## config.mk

```make
export PLATFORM = sky130hd
export DESIGN_NAME = vram_arbiter
export DESIGN_NICKNAME = d
export VERILOG_FILES = /design/src/rtl/vram_pkg.sv /design/src/rtl/vram_rr_pick.sv /design/src/rtl/vram_arbiter.sv
export SDC_FILE = /design/constraint.sdc
export NUM_CORES = 1
export LEC_CHECK = 0
export CAP_MARGIN = 0
export CORE_MARGIN = 2
export CORE_UTILIZATION = 48
export DETAILED_ROUTE_END_ITERATION = 10
export PLACE_DENSITY = 0.88
export RECOVER_POWER = 100
export SYNTH_ARGS = -nofsm -noshare
export SYNTH_HDL_FRONTEND = slang
export SYNTH_SLANG_ARGS = --single-unit
```

## constraint.sdc

```tcl
create_clock -name clk_50MHz -period 3.8 [get_ports clk_50MHz]
set_input_delay 0.38 -clock clk_50MHz [delete_from_list [all_inputs] [get_ports clk_50MHz]]
set_output_delay 0.38 -clock clk_50MHz [all_outputs]
set_load 0.005 [all_outputs]
```

## src/rtl/vram_pkg.sv

```systemverilog
// Shared framebuffer geometry, controller state encoding and the display
// address helper for the VRAM arbiter.
package vram_pkg;

  localparam int FB_W     = 160;
  localparam int FB_H     = 120;
  localparam int FB_DEPTH = FB_W * FB_H;
  localparam int ADDR_W   = 15;

  localparam logic [ADDR_W-1:0] FB_END     = ADDR_W'(FB_DEPTH);
  localparam logic [7:0]        COLOR_OFF  = 8'h00;

  typedef enum logic [2:0] {
    IDLE = 3'd0,
    DISP = 3'd1,
    WRA  = 3'd2,
    WRB  = 3'd3,
    CLR  = 3'd4
  } vram_state_e;

  // Each framebuffer word covers a 4x4 block of screen pixels.
  function automatic logic [ADDR_W-1:0] disp_addr(input logic [9:0] cur_x,
                                                  input logic [8:0] cur_y);
    logic [ADDR_W-1:0] row;
    logic [ADDR_W-1:0] col;
    row = ADDR_W'(cur_y >> 2);
    col = ADDR_W'(cur_x >> 2);
    return row * ADDR_W'(FB_W) + col;
  endfunction

endpackage

```

## src/rtl/vram_rr_pick.sv

```systemverilog
// Two-way round-robin picker: on a tie the side that won last time loses.
module vram_rr_pick (
  input  logic req_a,
  input  logic req_b,
  input  logic last_was_a,
  output logic gnt_a,
  output logic gnt_b
);

  // Tie goes to whichever writer was not served most recently.
  always_comb begin
    gnt_a = 1'b0;
    gnt_b = 1'b0;
    if (req_a && req_b) begin
      gnt_a = ~last_was_a;
      gnt_b = last_was_a;
    end else begin
      gnt_a = req_a;
      gnt_b = req_b;
    end
  end

endmodule

```

## src/rtl/vram_arbiter.sv

```systemverilog
// Single-port VRAM arbiter for a 4x-upscaled 160x120 RGB332 framebuffer.
// One access per cycle: display read, then round-robin writers, then clear.
module vram_arbiter
  import vram_pkg::*;
(
  input  logic              clk_50MHz,
  input  logic              RESET,
  input  logic [9:0]        CURX,
  input  logic [8:0]        CURY,
  input  logic              HBLANK,
  input  logic              VBLANK,
  output logic [7:0]        COLOR,
  input  logic              WA_REQ,
  input  logic [ADDR_W-1:0] WA_ADDR,
  input  logic [7:0]        WA_DATA,
  output logic              WA_ACK,
  input  logic              WB_REQ,
  input  logic [ADDR_W-1:0] WB_ADDR,
  input  logic [7:0]        WB_DATA,
  output logic              WB_ACK,
  input  logic              CLR_START,
  input  logic [7:0]        CLR_COLOR,
  output logic              CLR_BUSY,
  output logic [ADDR_W-1:0] MEM_ADDR,
  output logic              MEM_WE,
  output logic [7:0]        MEM_WDATA,
  input  logic [7:0]        MEM_RDATA
);

  logic [ADDR_W-1:0] w_disp_addr;
  logic              w_blank;
  logic              w_disp_pend;
  logic              w_req_a;
  logic              w_req_b;
  logic              w_gnt_a;
  logic              w_gnt_b;
  logic              w_clr_pend;
  logic              w_wa_ok;
  logic              w_wb_ok;
  vram_state_e       w_next;

  vram_state_e       r_state;
  logic [ADDR_W-1:0] r_lf_addr;
  logic              r_lf_valid;
  logic              r_last_was_a;
  logic              r_rd_pend;
  logic [ADDR_W-1:0] r_clr_ptr;
  logic [7:0]        r_clr_color;

  assign w_blank     = HBLANK | VBLANK;
  assign w_disp_addr = disp_addr(CURX, CURY);
  assign w_disp_pend = ~w_blank & (~r_lf_valid | (w_disp_addr != r_lf_addr));

  // A request seen while its ACK is high is the one being acknowledged now.
  assign w_req_a    = WA_REQ & ~WA_ACK;
  assign w_req_b    = WB_REQ & ~WB_ACK;
  assign w_clr_pend = CLR_BUSY & (r_clr_ptr != FB_END);
  assign w_wa_ok    = (WA_ADDR < FB_END);
  assign w_wb_ok    = (WB_ADDR < FB_END);

  vram_rr_pick u_rr (
    .req_a      (w_req_a),
    .req_b      (w_req_b),
    .last_was_a (r_last_was_a),
    .gnt_a      (w_gnt_a),
    .gnt_b      (w_gnt_b)
  );

  // Fixed priority between the three access sources.
  always_comb begin
    w_next = IDLE;
    if (w_disp_pend) begin
      w_next = DISP;
    end else if (w_gnt_a) begin
      w_next = WRA;
    end else if (w_gnt_b) begin
      w_next = WRB;
    end else if (w_clr_pend) begin
      w_next = CLR;
    end else begin
      w_next = IDLE;
    end
  end

  // Controller: register the chosen access onto the memory port and ACKs.
  always_ff @(posedge clk_50MHz) begin
    if (RESET) begin
      r_state      <= IDLE;
      MEM_ADDR     <= {ADDR_W{1'b0}};
      MEM_WE       <= 1'b0;
      MEM_WDATA    <= 8'h00;
      WA_ACK       <= 1'b0;
      WB_ACK       <= 1'b0;
      r_last_was_a <= 1'b0;
    end else begin
      r_state <= w_next;
      WA_ACK  <= (w_next == WRA);
      WB_ACK  <= (w_next == WRB);
      case (w_next)
        DISP: begin
          MEM_ADDR <= w_disp_addr;
          MEM_WE   <= 1'b0;
        end
        WRA: begin
          MEM_ADDR     <= WA_ADDR;
          MEM_WE       <= w_wa_ok;
          MEM_WDATA    <= WA_DATA;
          r_last_was_a <= 1'b1;
        end
        WRB: begin
          MEM_ADDR     <= WB_ADDR;
          MEM_WE       <= w_wb_ok;
          MEM_WDATA    <= WB_DATA;
          r_last_was_a <= 1'b0;
        end
        CLR: begin
          MEM_ADDR  <= r_clr_ptr;
          MEM_WE    <= 1'b1;
          MEM_WDATA <= r_clr_color;
        end
        default: begin
          MEM_WE <= 1'b0;
        end
      endcase
    end
  end

  // Display fetch tracking, pixel output and the clear engine.
  always_ff @(posedge clk_50MHz) begin
    if (RESET) begin
      r_lf_valid  <= 1'b0;
      r_lf_addr   <= {ADDR_W{1'b0}};
      r_rd_pend   <= 1'b0;
      COLOR       <= COLOR_OFF;
      CLR_BUSY    <= 1'b0;
      r_clr_ptr   <= {ADDR_W{1'b0}};
      r_clr_color <= 8'h00;
    end else begin
      // RDATA for the address presented last cycle is valid now.
      r_rd_pend <= (r_state == DISP);
      if (w_blank) begin
        COLOR <= COLOR_OFF;
      end else if (r_rd_pend) begin
        COLOR <= MEM_RDATA;
      end

      if (w_blank) begin
        r_lf_valid <= 1'b0;
      end else if (w_next == DISP) begin
        r_lf_valid <= 1'b1;
        r_lf_addr  <= w_disp_addr;
      end

      if (!CLR_BUSY) begin
        if (CLR_START) begin
          CLR_BUSY    <= 1'b1;
          r_clr_color <= CLR_COLOR;
          r_clr_ptr   <= {ADDR_W{1'b0}};
        end
      end else if (w_next == CLR) begin
        r_clr_ptr <= r_clr_ptr + {{(ADDR_W-1){1'b0}}, 1'b1};
      end else if (!w_clr_pend) begin
        CLR_BUSY <= 1'b0;
      end
    end
  end

endmodule
```

[Word level (Yosys, flattened, before mapping)]
Cells that the tools add are included.
Cells by class
  bitwise gates (word level): 12
  $mul: 1
  muxes and demuxes: 17
  eq/ne operators: 8
  order comparisons: 2
  reduce and logical (&&, ||, !) cells: 9
  add/subtract/negate cells: 2
Operators by type and width (count)
  15-bit case mux with 4 select lines: 1
  15-bit two-way mux: 3
  15-bit < comparator, second input constant: 2
  8-bit case mux with 3 select lines: 1
  15-bit by 1-bit adder with 15-bit output, second input constant: 1
  15-bit by 8-bit adder with 15-bit output: 1
  15-bit inequality test: 1
  15-bit inequality test, second input constant: 1
  3-bit two-way mux: 4
  7-bit by 3-bit multiplier with 10-bit output, second input constant: 1
  3-bit by 1-bit == test with 1-bit output, second input constant: 2
  3-bit by 2-bit == test with 1-bit output, second input constant: 2
  1-bit two-way mux: 6
  1-bit NOT: 6
  2-bit AND reduction: 3
  1-bit AND: 4
  2-bit nonzero test: 2
  4-bit nonzero test: 1
  3-bit == test, second input constant: 1
  1-bit case mux with 3 select lines: 1
  3-bit nonzero test: 1
  2-bit by 1-bit inequality test with 1-bit output, second input constant: 1
  1-bit OR: 2
  1-bit case mux with 2 select lines: 1
  other kinds (2): 2
Word-level totals
  input port bits: 88
  bits in registers: 79
  logic and storage cells: 65
  output and inout port bits: 35

[Longest topological paths before layout]
  depth in word-level cells: 10
  depth in mapped cells: 15
  depth with buffers taken out: 13

[Cells and area by module]
A second synthesis with hierarchy kept.
Unflattened totals
  cell total of the unflattened synthesis: 556
  area, all modules: 4416.7 sq um
By module, submodules not included
  vram_arbiter: times used 1, cells each 553, area an instance 4398.0 sq um, sequential area each 1581.5 sq um
  vram_rr_pick: times used 1, cells each 3, area an instance 18.8 sq um, sequential area each 0.0 sq um

[Worst setup path after synthesis]
No wires, ideal clock.
  kind: input port to flip-flop
  start point: input port CURY[3]
  end point: register r_clr_ptr[14]
  cell stages on the path: 13
  buffers on the path: 0
  setup time: 70 ps
  required time: 3730 ps
  arrival time: 3440 ps
  setup slack: 290 ps
  path through: ha_1 > ha_1 > inv_1 > fa_1 > xor2_1 > xor2_1 > or4b_2 > o21ai_0 > and4b_1 > o211ai_2 > and2_1 > or4_1 > a21oi_1
Between the ends
  longest elaborated chain between the ends: 9
RTL lines
  from (decl): RTL line vram_arbiter.sv:9  | input logic [8:0] CURY,
  7-bit by 3-bit multiplier with 10-bit output: RTL line vram_pkg.sv:28  | return row * ADDR_W'(FB_W) + col;
  15-bit by 8-bit adder with 15-bit output: RTL line vram_pkg.sv:28
  15-bit inequality test: RTL line vram_arbiter.sv:52  | assign w_disp_pend = ~w_blank & (~r_lf_valid | (w_disp_addr != r_lf_addr));
  1-bit OR: RTL line vram_arbiter.sv:52
  1-bit AND: RTL line vram_arbiter.sv:52
  3-bit two-way mux: RTL line vram_arbiter.sv:72  | if (w_disp_pend) begin
  3-bit == test: RTL line vram_arbiter.sv:160  | end else if (w_next == CLR) begin
  2-bit by 1-bit inequality test with 1-bit output (no line)
  2-bit AND reduction (no line)
  to (signal assigned): RTL line vram_arbiter.sv:136  | r_clr_ptr <= {ADDR_W{1'b0}};
  to (signal assigned): RTL line vram_arbiter.sv:158  | r_clr_ptr <= {ADDR_W{1'b0}};
  to (signal assigned): RTL line vram_arbiter.sv:161  | r_clr_ptr <= r_clr_ptr + {{(ADDR_W-1){1'b0}}, 1'b1};
  to (decl): RTL line vram_arbiter.sv:47  | logic [ADDR_W-1:0] r_clr_ptr;
Every way passes these cells.
A chain may end at the register's enable or synchronous reset.

[Worst setup path in the final report]
  start point: input port CURY[5]
  end point: register MEM_ADDR[14]
Between the ends
  longest elaborated chain between the ends: 8
  elaborated cells between the ends (all ways): 12
  those cells by class: add/sub: 1; mul: 1; eq/ne: 5; mux: 2; bitwise: 2; reduce/logical: 1
RTL lines
  7-bit by 3-bit multiplier with 10-bit output (*): RTL line vram_pkg.sv:28
  15-bit by 8-bit adder with 15-bit output (*): RTL line vram_pkg.sv:28
  15-bit inequality test: RTL line vram_arbiter.sv:52
  1-bit OR: RTL line vram_arbiter.sv:52
  1-bit AND: RTL line vram_arbiter.sv:52
  3-bit two-way mux: RTL line vram_arbiter.sv:72
  3-bit == test (tied with other cells): RTL line vram_arbiter.sv:99  | case (w_next)
  15-bit case mux with 4 select lines / 4-bit nonzero test (equally long branches)
  to (signal assigned): RTL line vram_arbiter.sv:89  | MEM_ADDR <= {ADDR_W{1'b0}};
  to (signal assigned): RTL line vram_arbiter.sv:101  | MEM_ADDR <= w_disp_addr;
  to (signal assigned): RTL line vram_arbiter.sv:117  | MEM_ADDR <= r_clr_ptr;
  to (decl): RTL line vram_arbiter.sv:24  | output logic [ADDR_W-1:0] MEM_ADDR,
Every way passes the cells marked *; elsewhere a longest branch is shown, timed or not.

==> impl_metrics.env <==
export IMPL_first_pass_iters=8
export IMPL_cts_buffers=9
export IMPL_clock_skew_ns=0.0120
export IMPL_synth_top_area_cell="dfxtp_1"
export IMPL_synth_distinct_cells=59
export IMPL_finalCritPeriodShare=0.959
export IMPL_synthTopCellsByCount="dfxtp_1, nand2_1, a21oi_1, nor2_1, nand3_1"
export IMPL_detail_route_wl_per_cell_um=16.8
export IMPL_grt_max_degree=57
export IMPL_fp_row_count=34
export IMPL_dr_wl_met3_mm=1.04
export IMPL_hold_start="r_state[2]"
export IMPL_initial_utilization=0.498
export IMPL_critPathMaxFanout=4
export IMPL_ctsRootBufferMaster="clkbuf_8"
export IMPL_drt_iter0_drc=511
export IMPL_min_path_cells=1
export IMPL_setup_viol_count_final=0
export IMPL_fmax_ghz=0.274
export IMPL_yosys_area_top_type_share=0.362
export IMPL_path_delay_family="simple AND/OR/NAND/NOR gates"
export IMPL_max_vdd_ir_drop_mv=0.228
export IMPL_synth_nets=641
export IMPL_r2r_start="r_clr_ptr[0]"
export IMPL_whs_endpoint="r_rd_pend"
export IMPL_yosysMostFrequentCell="dfxtp_1"
export IMPL_final_antenna_net_count=0
export IMPL_critical_path_cell_chain="clkdlybuf4s50_1 > clkbuf_4 > ha_1 > ha_4 > or2_1 > a21oi_2 > and4bb_2 > and3_1 > o41a_1 > o211ai_2 > buf_4 > a21oi_2 > or4b_1 > a21oi_2"
export IMPL_min_period_ns=3.65
export IMPL_power_total_mw=2.25
export IMPL_r2r_end="r_clr_ptr[13]"
export IMPL_clk_latency_ns=0.35
export IMPL_tightest_slew_ns=1.02
export IMPL_antenna_found_initial=0
export IMPL_highest_layer="met4"
export IMPL_grt_pass1_wl_mm=21.1
export IMPL_wl_met2_mm=6.53
export IMPL_arrival_ns=3.93
export IMPL_clockBufferDepth=2
export IMPL_track_usage=0.264
export IMPL_viasPerCell=6.01
export IMPL_clk_pin_slew_ns=0.08
export IMPL_synth_async_reset_ratio=0
export IMPL_grt_pass1_vias=4540
export IMPL_diodes=0
export IMPL_min_path_type="reg -> reg"
export IMPL_die_x_um=99.3
export IMPL_synthFlopType="dfxtp_1"
export IMPL_yosysWarnings=0
export IMPL_cts_tree="done"
export IMPL_htreeDepth=3
export IMPL_critPathMostFrequentCell="a21oi_2"
export IMPL_r2r_slack_ns=0.89
export IMPL_start_kind="input pin"
export IMPL_rsz0062_at_grt="false"
export IMPL_hold_viol=0
export IMPL_gp_congestion=0.919
export IMPL_synth_edf_count=0
export IMPL_max_cap_violations=0
export IMPL_nNetsFinal=778
export IMPL_max_slew_margin_rel=0.318
export IMPL_drv_slew=0
export IMPL_cp_num_buf_inv=3
export IMPL_ys_ff_latch=79
export IMPL_clock_sinks=79
export IMPL_yosys_top_cells_area="dfxtp_1, nand2_1, a21oi_1"
export IMPL_synthesis_area_um2=4360
export IMPL_dr_total_vias=4725
export IMPL_cp_slowest_stage_delay_ns=0.55
export IMPL_fin_util=0.699
export IMPL_ioPinCount=123
export IMPL_cp_depth=14
export IMPL_drive_above_1_share=0.111
export IMPL_status="finished clean"
export IMPL_synthToLayoutAreaGrowth_pct=40.4
export IMPL_overflow=0
export IMPL_p_per_area_nw_per_um2=367
export IMPL_drt_met1_wl_mm=5.37
export IMPL_cp_end_kind="register"
export IMPL_fill_cells=666
export IMPL_yosysSeqAreaShare=0.362
export IMPL_p_leak_nw=2.46
export IMPL_portBuffers=118
export IMPL_fp_dieH_um=99.3
export IMPL_die_area_um2=9870
export IMPL_netlist_instances=536
export IMPL_r2r_cells=8
export IMPL_drt_total_wl_mm=13.2
export IMPL_hpwl_mm=9.77
export IMPL_core_um2=8760
export IMPL_required_ns=4.08
export IMPL_cpMaxStageDelayCell="or4b_1"
export IMPL_worstSetupPathType="in -> reg"
export IMPL_synth_area_per_cell_um2=8.14
export IMPL_drc=0
export IMPL_holdBufCountCts=0
export IMPL_hold_ws_ns=0.390
==> timing repair <==
item                       4_1_cts  5_1_grt
buffers inserted                 0        2
gates resized for setup          0       13
setup endpoints to repair        1       54
pin swaps                        0        2
==> metrics by stage <==
step,worst slack [ns],instances,TNS (ns),cell area [um2]
finish,0.154,786,0,6130
global route,0.00502,786,0,6130
global placement,-0.284,768,-11.68,5840
CTS,-0.000990,784,-0.000990,6090
detailed placement,-0.373,768,-15.76,5840
floorplan,0.290,536,0,4360
==> report_power, final <==
part	switching [mW]	internal, mW
Sequential	0.0331	0.877
Clock	0.312	0.452
Combinational	0.270	0.302
==> how the worst max path moves through the flow <==
stage                 start             to  slack (ns)
global route        CURY[3]   r_clr_ptr[3]       0.005
CTS                 CURY[3]  r_clr_ptr[14]      -0.001
floorplan           CURY[3]  r_clr_ptr[14]        0.29
detailed placement  CURY[3]  r_clr_ptr[14]       -0.37
global placement    CURY[3]  r_clr_ptr[14]       -0.28
finish              CURY[5]   MEM_ADDR[14]        0.15
==> cell type report <==
type | instances | area (um2) | area share
clock buffer | 10 | 138 | 0.0225
clock inverter | 6 | 108 | 0.0176
inverter | 7 | 26.3 | 0.00429
multi-input combinational | 418 | 2670 | 0.435
sequential | 79 | 1580 | 0.258
tap | 108 | 135 | 0.0221
timing repair buffer | 158 | 1470 | 0.240
==> sequential cells by signal (all words and copies together) (netlist names) <==
name / count
MEM_ADDR: 15
r_clr_ptr: 15
r_lf_addr: 15
COLOR: 8
MEM_WDATA: 8
r_clr_color: 8
r_state: 3
CLR_BUSY: 1
MEM_WE: 1
WA_ACK: 1
WB_ACK: 1
r_last_was_a: 1
r_lf_valid: 1
r_rd_pend: 1
==> layout by cell type (no fill, tap or decap), types with 6 or more instances in the layout <==
cell type / instances
buf_4: 35
o21a_1: 7
nor2_1: 42
a211oi_1: 15
xnor2_1: 15
clkbuf_8: 10
inv_1: 7
nand2_1: 73
a221oi_1: 11
and3_1: 6
ha_1: 14
a21oi_1: 53
o21ai_0: 19
mux2i_1: 9
nor3_1: 6
dfxtp_1: 79
o211ai_1: 11
dlygate4sd3_1: 36
clkdlybuf4s50_1: 81
nor2b_1: 11
nand3_1: 33
nand2b_1: 7
==> routing by layer <==
metal | up-vias | global-route usage
met3 | 27 | 0.0464
met4 | 0 | 0.0854
met1 | 2239 | 0.326
li1 | 2212 | -
met2 | 247 | 0.465
met5 | - | 0
==> cells by family after synthesis <==
logic type	share of synthesized area
compound gates	0.241
xor+xnor	0.0536
fa+ha+maj	0.0522
buf+inv	0.0353
flops	0.362
mux	0.0206
simple gates	0.234
==> worst reg2reg max path, stage by stage, from the launching register on <==
cell and delay [ns]:
dfxtp_1 0.44, inv_1 0.09, ha_1 0.21, nand4_1 0.09
o31a_1 0.50, nand2_1 0.53, or3_1 0.52, or3_1 0.31
a21oi_1 0.15
Power figures use the tool's default switching activity.
